## src/rtl/corelet_pkg.sv

```systemverilog
// Shared types for the corelet sequencer: FSM states, inst bit positions and an inst builder.
package corelet_pkg;

  typedef enum logic [3:0] {
    IDLE, W_PRIME, W_LOAD, W_FLUSH, A_PRIME, A_EXEC, A_TAIL, A_DRAIN, DONE
  } state_t;

  localparam int L0RD  = 4;
  localparam int WR    = 3;
  localparam int MODE  = 2;
  localparam int EXEC  = 1;
  localparam int WLOAD = 0;

  function automatic logic [4:0] mk_inst(input logic l0rd, input logic wr, input logic mode,
                                         input logic exec, input logic wload);
    logic [4:0] r;
    r        = '0;
    r[L0RD]  = l0rd;
    r[WR]    = wr;
    r[MODE]  = mode;
    r[EXEC]  = exec;
    r[WLOAD] = wload;
    return r;
  endfunction

endpackage

```

## src/rtl/corelet_ctrl_cnt.sv

```systemverilog
// Loadable up-counter with equality compare against a terminal value.
module corelet_ctrl_cnt #(
  parameter int W = 8
) (
  input  logic         clk,
  input  logic         reset,
  input  logic         ld,
  input  logic [W-1:0] ld_val,
  input  logic         inc,
  input  logic [W-1:0] term,
  output logic [W-1:0] q,
  output logic         hit
);

  always_ff @(posedge clk or posedge reset) begin
    if (reset)    q <= '0;
    else if (ld)  q <= ld_val;
    else if (inc) q <= q + 1'b1;
  end

  assign hit = (q == term);

endmodule

```

## src/rtl/corelet_ctrl.sv

```systemverilog
// Corelet sequencer: weight load, flush, activation execute and psum drain.
// Define CORELET_CTRL_STALL_EN to honour data_valid and issue bubbles on missing words.
module corelet_ctrl
  import corelet_pkg::*;
#(
  parameter int bw        = 2,
  parameter int row       = 2,
  parameter int col       = 2,
  parameter int CNT_W     = 8,
  parameter int DRAIN_MAX = 64
) (
  input  logic                  clk,
  input  logic                  reset,
  input  logic                  start,
  input  logic                  mode_4b,
  input  logic [CNT_W-1:0]      num_act,
  input  logic [row*bw*2-1:0]   data_in,
  input  logic                  data_valid,
  output logic                  data_ready,
  output logic [row*bw*2-1:0]   in,
  output logic [4:0]            inst,
  input  logic                  valid,
  output logic                  busy,
  output logic                  done,
  output logic                  timeout
);

  localparam logic [CNT_W-1:0] W_TERM = CNT_W'(row - 1);
  localparam logic [CNT_W-1:0] F_TERM = CNT_W'(row + col - 1);
  localparam logic [CNT_W-1:0] D_TERM = CNT_W'(DRAIN_MAX - 1);

  state_t           state, nxt;
  logic             m;
  logic [CNT_W-1:0] na;
  logic             acc, to_set;
  logic [4:0]       inst_nxt;

  logic             wa_ld, wa_inc, wa_hit;
  logic [CNT_W-1:0] wa_term, wcnt;
  logic             fd_ld, fd_inc, fd_hit;
  logic [CNT_W-1:0] fd_term, dcnt;
  logic             v_inc, v_hit, v_reach;
  logic [CNT_W-1:0] vcnt;
  logic             unused_cnt;

  assign data_ready = state inside {W_PRIME, W_LOAD, A_PRIME, A_EXEC};
  assign busy       = (state != IDLE);
  assign done       = (state == DONE);

`ifdef CORELET_CTRL_STALL_EN
  assign acc = data_ready & data_valid;
`else
  logic unused_dv;
  assign unused_dv = data_valid;
  assign acc       = data_ready;
`endif

  // wcnt and acnt share one counter; flush and drain share another
  assign wa_term = (state inside {W_PRIME, W_LOAD}) ? W_TERM : na - 1'b1;
  assign fd_term = (state == W_FLUSH) ? F_TERM : D_TERM;
  assign fd_ld   = !(state inside {W_FLUSH, A_DRAIN});
  assign fd_inc  = 1'b1;

  // valid pulses are counted from A_PRIME on and saturate at num_act
  assign v_inc   = valid & !v_hit & (state inside {A_PRIME, A_EXEC, A_TAIL, A_DRAIN});
  assign v_reach = v_hit | (valid & (vcnt == na - 1'b1));

  corelet_ctrl_cnt #(.W(CNT_W)) u_wa (
    .clk(clk), .reset(reset), .ld(wa_ld), .ld_val(CNT_W'(1)), .inc(wa_inc),
    .term(wa_term), .q(wcnt), .hit(wa_hit)
  );

  corelet_ctrl_cnt #(.W(CNT_W)) u_fd (
    .clk(clk), .reset(reset), .ld(fd_ld), .ld_val('0), .inc(fd_inc),
    .term(fd_term), .q(dcnt), .hit(fd_hit)
  );

  corelet_ctrl_cnt #(.W(CNT_W)) u_v (
    .clk(clk), .reset(reset), .ld(state == IDLE), .ld_val('0), .inc(v_inc),
    .term(na), .q(vcnt), .hit(v_hit)
  );

  assign unused_cnt = ^{wcnt, dcnt};

  always_comb begin
    nxt      = state;
    inst_nxt = '0;
    wa_ld    = 1'b0;
    wa_inc   = 1'b0;
    to_set   = 1'b0;
    case (state)
      IDLE: if (start) nxt = W_PRIME;
      W_PRIME: begin
        inst_nxt = mk_inst(1'b0, 1'b0, m, 1'b0, 1'b0);
        if (acc) begin
          inst_nxt = mk_inst(1'b0, 1'b1, m, 1'b0, 1'b0);
          wa_ld    = 1'b1;
          nxt      = (row == 1) ? W_FLUSH : W_LOAD;
        end
      end
      W_LOAD: begin
        inst_nxt = mk_inst(1'b0, 1'b0, m, 1'b0, 1'b0);
        if (acc) begin
          inst_nxt = mk_inst(1'b1, 1'b1, m, 1'b0, 1'b1);
          wa_inc   = 1'b1;
          if (wa_hit) nxt = W_FLUSH;
        end
      end
      W_FLUSH: begin
        inst_nxt = mk_inst(1'b1, 1'b0, m, 1'b0, 1'b1);
        if (fd_hit) nxt = (na != '0) ? A_PRIME : DONE;
      end
      A_PRIME: begin
        inst_nxt = mk_inst(1'b0, 1'b0, m, 1'b0, 1'b0);
        if (acc) begin
          inst_nxt = mk_inst(1'b0, 1'b1, m, 1'b0, 1'b0);
          wa_ld    = 1'b1;
          nxt      = (na > 1) ? A_EXEC : A_TAIL;
        end
      end
      A_EXEC: begin
        inst_nxt = mk_inst(1'b0, 1'b0, m, 1'b0, 1'b0);
        if (acc) begin
          inst_nxt = mk_inst(1'b1, 1'b1, m, 1'b1, 1'b0);
          wa_inc   = 1'b1;
          if (wa_hit) nxt = A_TAIL;
        end
      end
      A_TAIL: begin
        inst_nxt = mk_inst(1'b1, 1'b0, m, 1'b1, 1'b0);
        nxt      = A_DRAIN;
      end
      A_DRAIN: begin
        inst_nxt = mk_inst(1'b0, 1'b0, m, 1'b0, 1'b0);
        if (v_reach) nxt = DONE;
        else if (fd_hit) begin
          to_set = 1'b1;
          nxt    = DONE;
        end
      end
      DONE:    nxt = IDLE;
      default: nxt = IDLE;
    endcase
  end

  always_ff @(posedge clk or posedge reset) begin
    if (reset) begin
      state   <= IDLE;
      inst    <= '0;
      in      <= '0;
      m       <= 1'b0;
      na      <= '0;
      timeout <= 1'b0;
    end else begin
      state <= nxt;
      inst  <= inst_nxt;
      if (acc) in <= data_in;
      if (state == IDLE && start) begin
        m       <= mode_4b;
        na      <= num_act;
        timeout <= 1'b0;
      end else if (to_set) begin
        timeout <= 1'b1;
      end
    end
  end

endmodule

```

## config.mk

```make
export PLATFORM = sky130hd
export DESIGN_NAME = corelet_ctrl
export DESIGN_NICKNAME = d
export VERILOG_FILES = /design/src/rtl/corelet_pkg.sv /design/src/rtl/corelet_ctrl_cnt.sv /design/src/rtl/corelet_ctrl.sv
export SDC_FILE = /design/constraint.sdc
export NUM_CORES = 1
export LEC_CHECK = 0
export BUFFER_PORTS_ARGS = -buffer_cell sky130_fd_sc_hd__buf_4
export CAP_MARGIN = 20
export CORE_MARGIN = 2
export CORE_UTILIZATION = 53
export CTS_CLUSTER_SIZE = 12
export DETAILED_ROUTE_END_ITERATION = 10
export PLACE_DENSITY = 0.76
export SYNTH_ARGS = -nofsm -noshare
export SYNTH_HDL_FRONTEND = slang
export SYNTH_HIERARCHICAL = 1
export SYNTH_SLANG_ARGS = --single-unit
export TNS_END_PERCENT = 20
```

## constraint.sdc

```tcl
create_clock -name clk -period 3.2 [get_ports clk]
set_clock_uncertainty 0.05 [all_clocks]
set_input_delay 0.64 -clock clk [delete_from_list [all_inputs] [get_ports clk]]
set_output_delay 0.64 -clock clk [all_outputs]
set_load 0.05 [all_outputs]
```

Yosys cells after proc, flatten, opt, wreduce, memory -nomap -nowiden. Cells that the tools add are included.

Add/subtract/negate cells: 4. $lt $le $gt $ge: 1. Equality and inequality tests: 21. Mux-type cells: 32. Bitwise operators: 4. Reduce and logical (&&, ||, !) cells: 15.

Operator list (number): $mux W4 (12); $mux W8 (6); $pmux W4 S8 (1); $pmux W5 S6 (1); $add A8 B1 Y8 const B (3); $eq A8 B8 Y1 (3); $eq A4 B3 Y1 const B (4); $ne A2 B2 Y1 const B (6); $reduce_bool A4 Y1 (3); $mux W5 (2); $reduce_bool A2 Y1 (5); $reduce_and A9 Y1 (1); $eq A4 B2 Y1 const B (2); $eq A8 B6 Y1 (1); $gt A8 B1 Y1 const B (1); $mux W1 (8); $reduce_bool A8 Y1 (1); $sub A8 B1 Y8 const B (1); $mux W6 (1); $eq A4 B1 Y1 const B (1); $eq A4 B4 Y1 const B (1); $logic_not A4 Y1 (1); $ne A2 B1 Y1 const B (2); $reduce_or A2 Y1 (2); 6 further kinds (8).

Register bits after elaboration: 51. Output and inout bits: 17. Word-level logic and storage cells: 86.

Logic depth before layout (Yosys ltp).
Depth in word-level cells: 8. Mapped depth: 15. Depth with buffers taken out: 15.

Cells and area by module. Netlist, hierarchy kept.

By module, submodules not included: corelet_ctrl (times used 1, cells each 162, area each 1635.3 sq um); corelet_ctrl_cnt (times used 3, cells each 62, area each 536.8 sq um).

Least setup slack after synthesis. No wires, ideal clock.

Path type: register -> register. Start point: register state[1]. End point: register state[0]. Setup time: 0.125 ns. Data arrival time: 2.934 ns. Setup slack: 0.091 ns. Stages on the path, launching flop included: 15. Path buffers: 2. Clock period less this slack: 3.109 ns. Cells stage by stage: dfrtp_1 clkbuf_1 clkbuf_1 xnor2_1 nor3_1 nor2_1 xnor2_1 nand4_1 nor2_1 nor3b_1 o21ai_0 a21oi_1 a21oi_4 a31oi_4 mux2_4.

Cells in the longest elaborated chain, start to end: 6.

RTL lines: start: declaration (line corelet_ctrl.sv:32) `state_t state, nxt;`; start signal: assignment (line corelet_ctrl.sv:155) `state <= nxt;`; $eq A4 B1 Y1 or $eq A4 B2 Y1 (tied branches) (line corelet_ctrl.sv:59) `assign wa_term = (state inside {W_PRIME, W_LOAD}) ? W_TERM : na - 1'b1;`; $reduce_bool A2 Y1 (*) (line corelet_ctrl.sv:59); $mux W8 (*) (line corelet_ctrl.sv:59); via wa_term[7] (line corelet_ctrl.sv:39) `logic [CNT_W-1:0] wa_term, wcnt;`; $eq A8 B8 Y1 (*) (line corelet_ctrl_cnt.sv:21) `assign hit = (q == term);`; via wa_hit (line corelet_ctrl.sv:38) `logic wa_ld, wa_inc, wa_hit;`; $ne A2 B1 Y1 (no line); $reduce_and A9 Y1 (no line) (*).

The timed path passes the listed nets; every way through them passes the cells marked *. A chain may end at the register's enable or synchronous reset.

Worst setup path after layout.
Start point: register na[0]. End point: register state[0].

RTL lines: start: declaration (line corelet_ctrl.sv:34) `logic [CNT_W-1:0] na;`; start signal: assignment (line corelet_ctrl.sv:160) `na <= num_act;`; $sub A8 B1 Y8 (*) (line corelet_ctrl.sv:59); $mux W8 (*) (line corelet_ctrl.sv:59); via wa_term[7] (line corelet_ctrl.sv:39); $eq A8 B8 Y1 (*) (line corelet_ctrl_cnt.sv:21); via wa_hit (line corelet_ctrl.sv:38); $ne A2 B1 Y1 (no line); $reduce_and A9 Y1 (no line) (*).

The timed path passes the listed nets; every way through them passes the cells marked *. The select of a mux whose other input is x is not followed.

==> results.py <==
metrics = {
    "synthesis": {
        "ys.warnings.count": 6,
        "synth_top_area_frac": 0.393,
        "synth_area_mm2": 0.00325,
        "synth_sequential_area_ratio": 0.393,
        "ys_top_cells_by_area": "dfrtp_1 (39%), xnor2_1 (10%), mux2_2 (5.9%), o21ai_0 (4.2%), xor2_1 (4.0%)",
        "ys.flop_type": "dfrtp_1",
        "synth_edf_count": 0,
        "synth_area_leader_cell": "dfrtp_1",
        "ys_ff_latch": 51,
        "synthArstFlopShare": 1.00,
        "synth_cells": 348,
        "avgSynthCellArea_um2": 9.33,
        "synth_cell_types": 48,
    },
    "critical_path": {
        "worstSetupEndpointType": "flip-flop",
        "arrival_ns": 3.20,
        "critPathKind": "reg -> reg",
        "critPathLaunchType": "flip-flop",
        "critPathMaxFanout": 5,
        "required_ns": 3.34,
    },
    "layout": {
        "final_util": 0.661,
        "drive_gt1_frac": 0.231,
        "nFillCells": 500,
        "finalNetCount": 442,
        "syn2layout_area_growth_pct": 20.6,
        "instances_no_fill": 490,
        "n_antenna_cell": 0,
    },
    "timing": {
        "tightest_slew_ns": 0.651,
        "timing.final.crit_share": 0.956,
        "hold_violations": 0,
        "setup_viol": 0,
        "drv_slew": 0,
        "layout_min_cycle_time_ns": 3.06,
        "max_freq_mhz": 327,
        "max-slew-margin-rel": 0.563,
    },
    "drt": {
        "drtPass1Iterations": 4,
        "ant_nets": 0,
        "wl_per_cell_um": 14.0,
        "route.detailed.drc": 0,
        "num_vias": 2633,
        "viasPerCell": 5.37,
        "drt_wl_total_mm": 6.88,
        "drt_iter0_markers": 85,
    },
    "pwr": {
        "p_leak_nw": 1.68,
        "vdd.ir_drop.worst_v": 0.000607,
        "power.density_mw_per_mm2": 1190,
    },
    "cts": {
        "postCtsHoldBufs": 0,
        "numCtsBuffers": 5,
        "clock-sinks": 51,
        "clkTransAtPathRegs_ns": 0.09,
        "cts_max_path_buffers": 2,
        "clock_latency_ns": 0.30,
        "root_buffer": "clkbuf_8",
        "htreeDepth": 2,
        "cts_tree": "yes",
    },
    "global_route": {
        "grt_pass1_vias": 2519,
        "antenna_found_initial": 0,
        "grt_use_total": 0.216,
        "grt_pass1_wl_mm": 11.3,
        "grt_max_degree": 28,
        "overflow": 0,
    },
    "job": {
        "drv_cap": 0,
    },
    "die": {
        "initial_core_util": 0.548,
        "ioPinCount": 39,
        "rows": 28,
        "fp.dieH_um": 82.3,
        "die_width_um": 82.3,
        "core_mm2": 0.00592,
        "dieArea_mm2": 0.00677,
    },
    "place": {
        "dp.cells": 482,
        "finalWeightedCongestion": 0.812,
        "hpwl_mm": 4.99,
        "io_buffers": 37,
    },
    "run_status": {
        "status": "completed",
    },
    "worst_hold_path": {
        "hp-class": "in -> async",
    },
}
==> state kept, by name, indices dropped and copies added (netlist names) <==
| register | cells |
|---|---|
| inst | 5 |
| u_fd/q | 8 |
| timeout | 1 |
| u_v/q | 8 |
| state | 4 |
| na | 8 |
| u_wa/q | 8 |
| m | 1 |
| in | 8 |
==> metrics by stage <==
stage	hold slack, ns	power (mW)	cell area [µm²]	setup slack [ns]	setup TNS (ns)
finish	0.256	4.64	3920	0.140	0
global route	0.257	5.02	3920	-0.0117	-0.0117
CTS	0.270	4.59	3850	0.00839	0
detailed placement	0.431	4.13	3750	0.0517	0
global placement	0.425	4.03	3750	0.124	0
floorplan	0.406	3.47	3350	0.0911	0
==> area by class of cell <==
cell class              instances  area [µm²]  share of cell area
clock buffers                   6        72.6              0.0185
clock inverters                 1        30.0             0.00767
inverters                      10        37.5             0.00959
multi-input cells             295        1990               0.509
flip-flops and latches         51        1280               0.326
well taps                      75        93.8              0.0240
repair buffers                 52         410               0.105
==> cell usage in the layout (no fill, tap or decap), types with 2 or more instances in the layout <==
cell and count:
dfrtp_1 51, buf_4 51, xnor2_1 36, nand2_1 33
conb_1 29, o21ai_0 25, nor2_1 22, nand4_1 17
mux2_2 17, nand3_1 16, xor2_1 15, nor2b_1 12
inv_1 10, or4_1 9, nor3_1 8, ha_1 5
clkbuf_8 5, mux2i_1 4, nand2b_1 3, a21oi_1 3
nor3b_1 3, nand4_2 3, and2_1 2, o21ai_1 2
a21oi_2 2, a22oi_1 2, a31oi_1 2
==> worst paths after layout <==
check	start	endpoint	slack [ns]	cells after the start
worst max-delay path	na[0]	state[0]	0.14	13
worst min-delay path	reset	na[0]	0.26	2
worst max register to register	na[0]	state[0]	0.14	13
worst min register to register	timeout	timeout	0.45	1
max in group asynchronous	reset	timeout	2.43	3
min in group clk	timeout	timeout	0.45	1
==> worst max-delay path, cell delays in order, from the launching register on <==
cell,delay [ns]
dfrtp_1,0.43
or4_4,0.61
nor4_4,0.21
xnor2_1,0.19
nor2_1,0.08
xnor2_1,0.12
nand4_1,0.10
nor2_2,0.07
nor3b_2,0.18
o21ai_1,0.11
a21oi_2,0.20
a21oi_4,0.06
a31oi_4,0.23
mux2_4,0.31
==> logic make-up after synthesis <==
kind of cell,after synthesis,synth area share
other,2,0.00231
buffers and inverters,29,0.0358
AND/OR/NAND/NOR,139,0.235
XOR/XNOR,52,0.140
multiplexers,22,0.0759
adder cells (fa/ha/maj),5,0.0193
AO/OA/AOI/OAI,48,0.0979
flip-flops,51,0.393
==> repair_timing <==
item                       4_1_cts  5_1_grt
gates cloned                     0        0
setup buffers                    0        0
resized for setup                0        9
pin swaps                        1        1
setup endpoints to repair        1        4
==> power by group <==
group	switching [mW]	internal (mW)
Combinational	1.56	1.25
Sequential	0.427	0.972
Clock	0.207	0.230
Total	2.19	2.45
==> synth_stat cells (all sizes together), types with 2 or more instances <==
cell	instances
dfrtp	51
xnor2	37
nand2	33
o21ai	27
nor2	23
nand4	20
mux2	18
nand3	16
clkbuf	15
xor2	15
nor2b	12
inv	10
or4	10
nor3	9
a21oi	6
ha	5
nor3b	5
buf	4
mux2i	4
a31oi	3
nand2b	3
a22oi	2
and2	2
conb	2
nor4	2
or2b	2
==> layer usage <==
metal,track usage,part of all wire
met1,0.275,0.45
met5,0,0
met2,0.381,0.50
met4,0.0533,0.011
met3,0.0348,0.043
(Power assumes the default switching activity.)
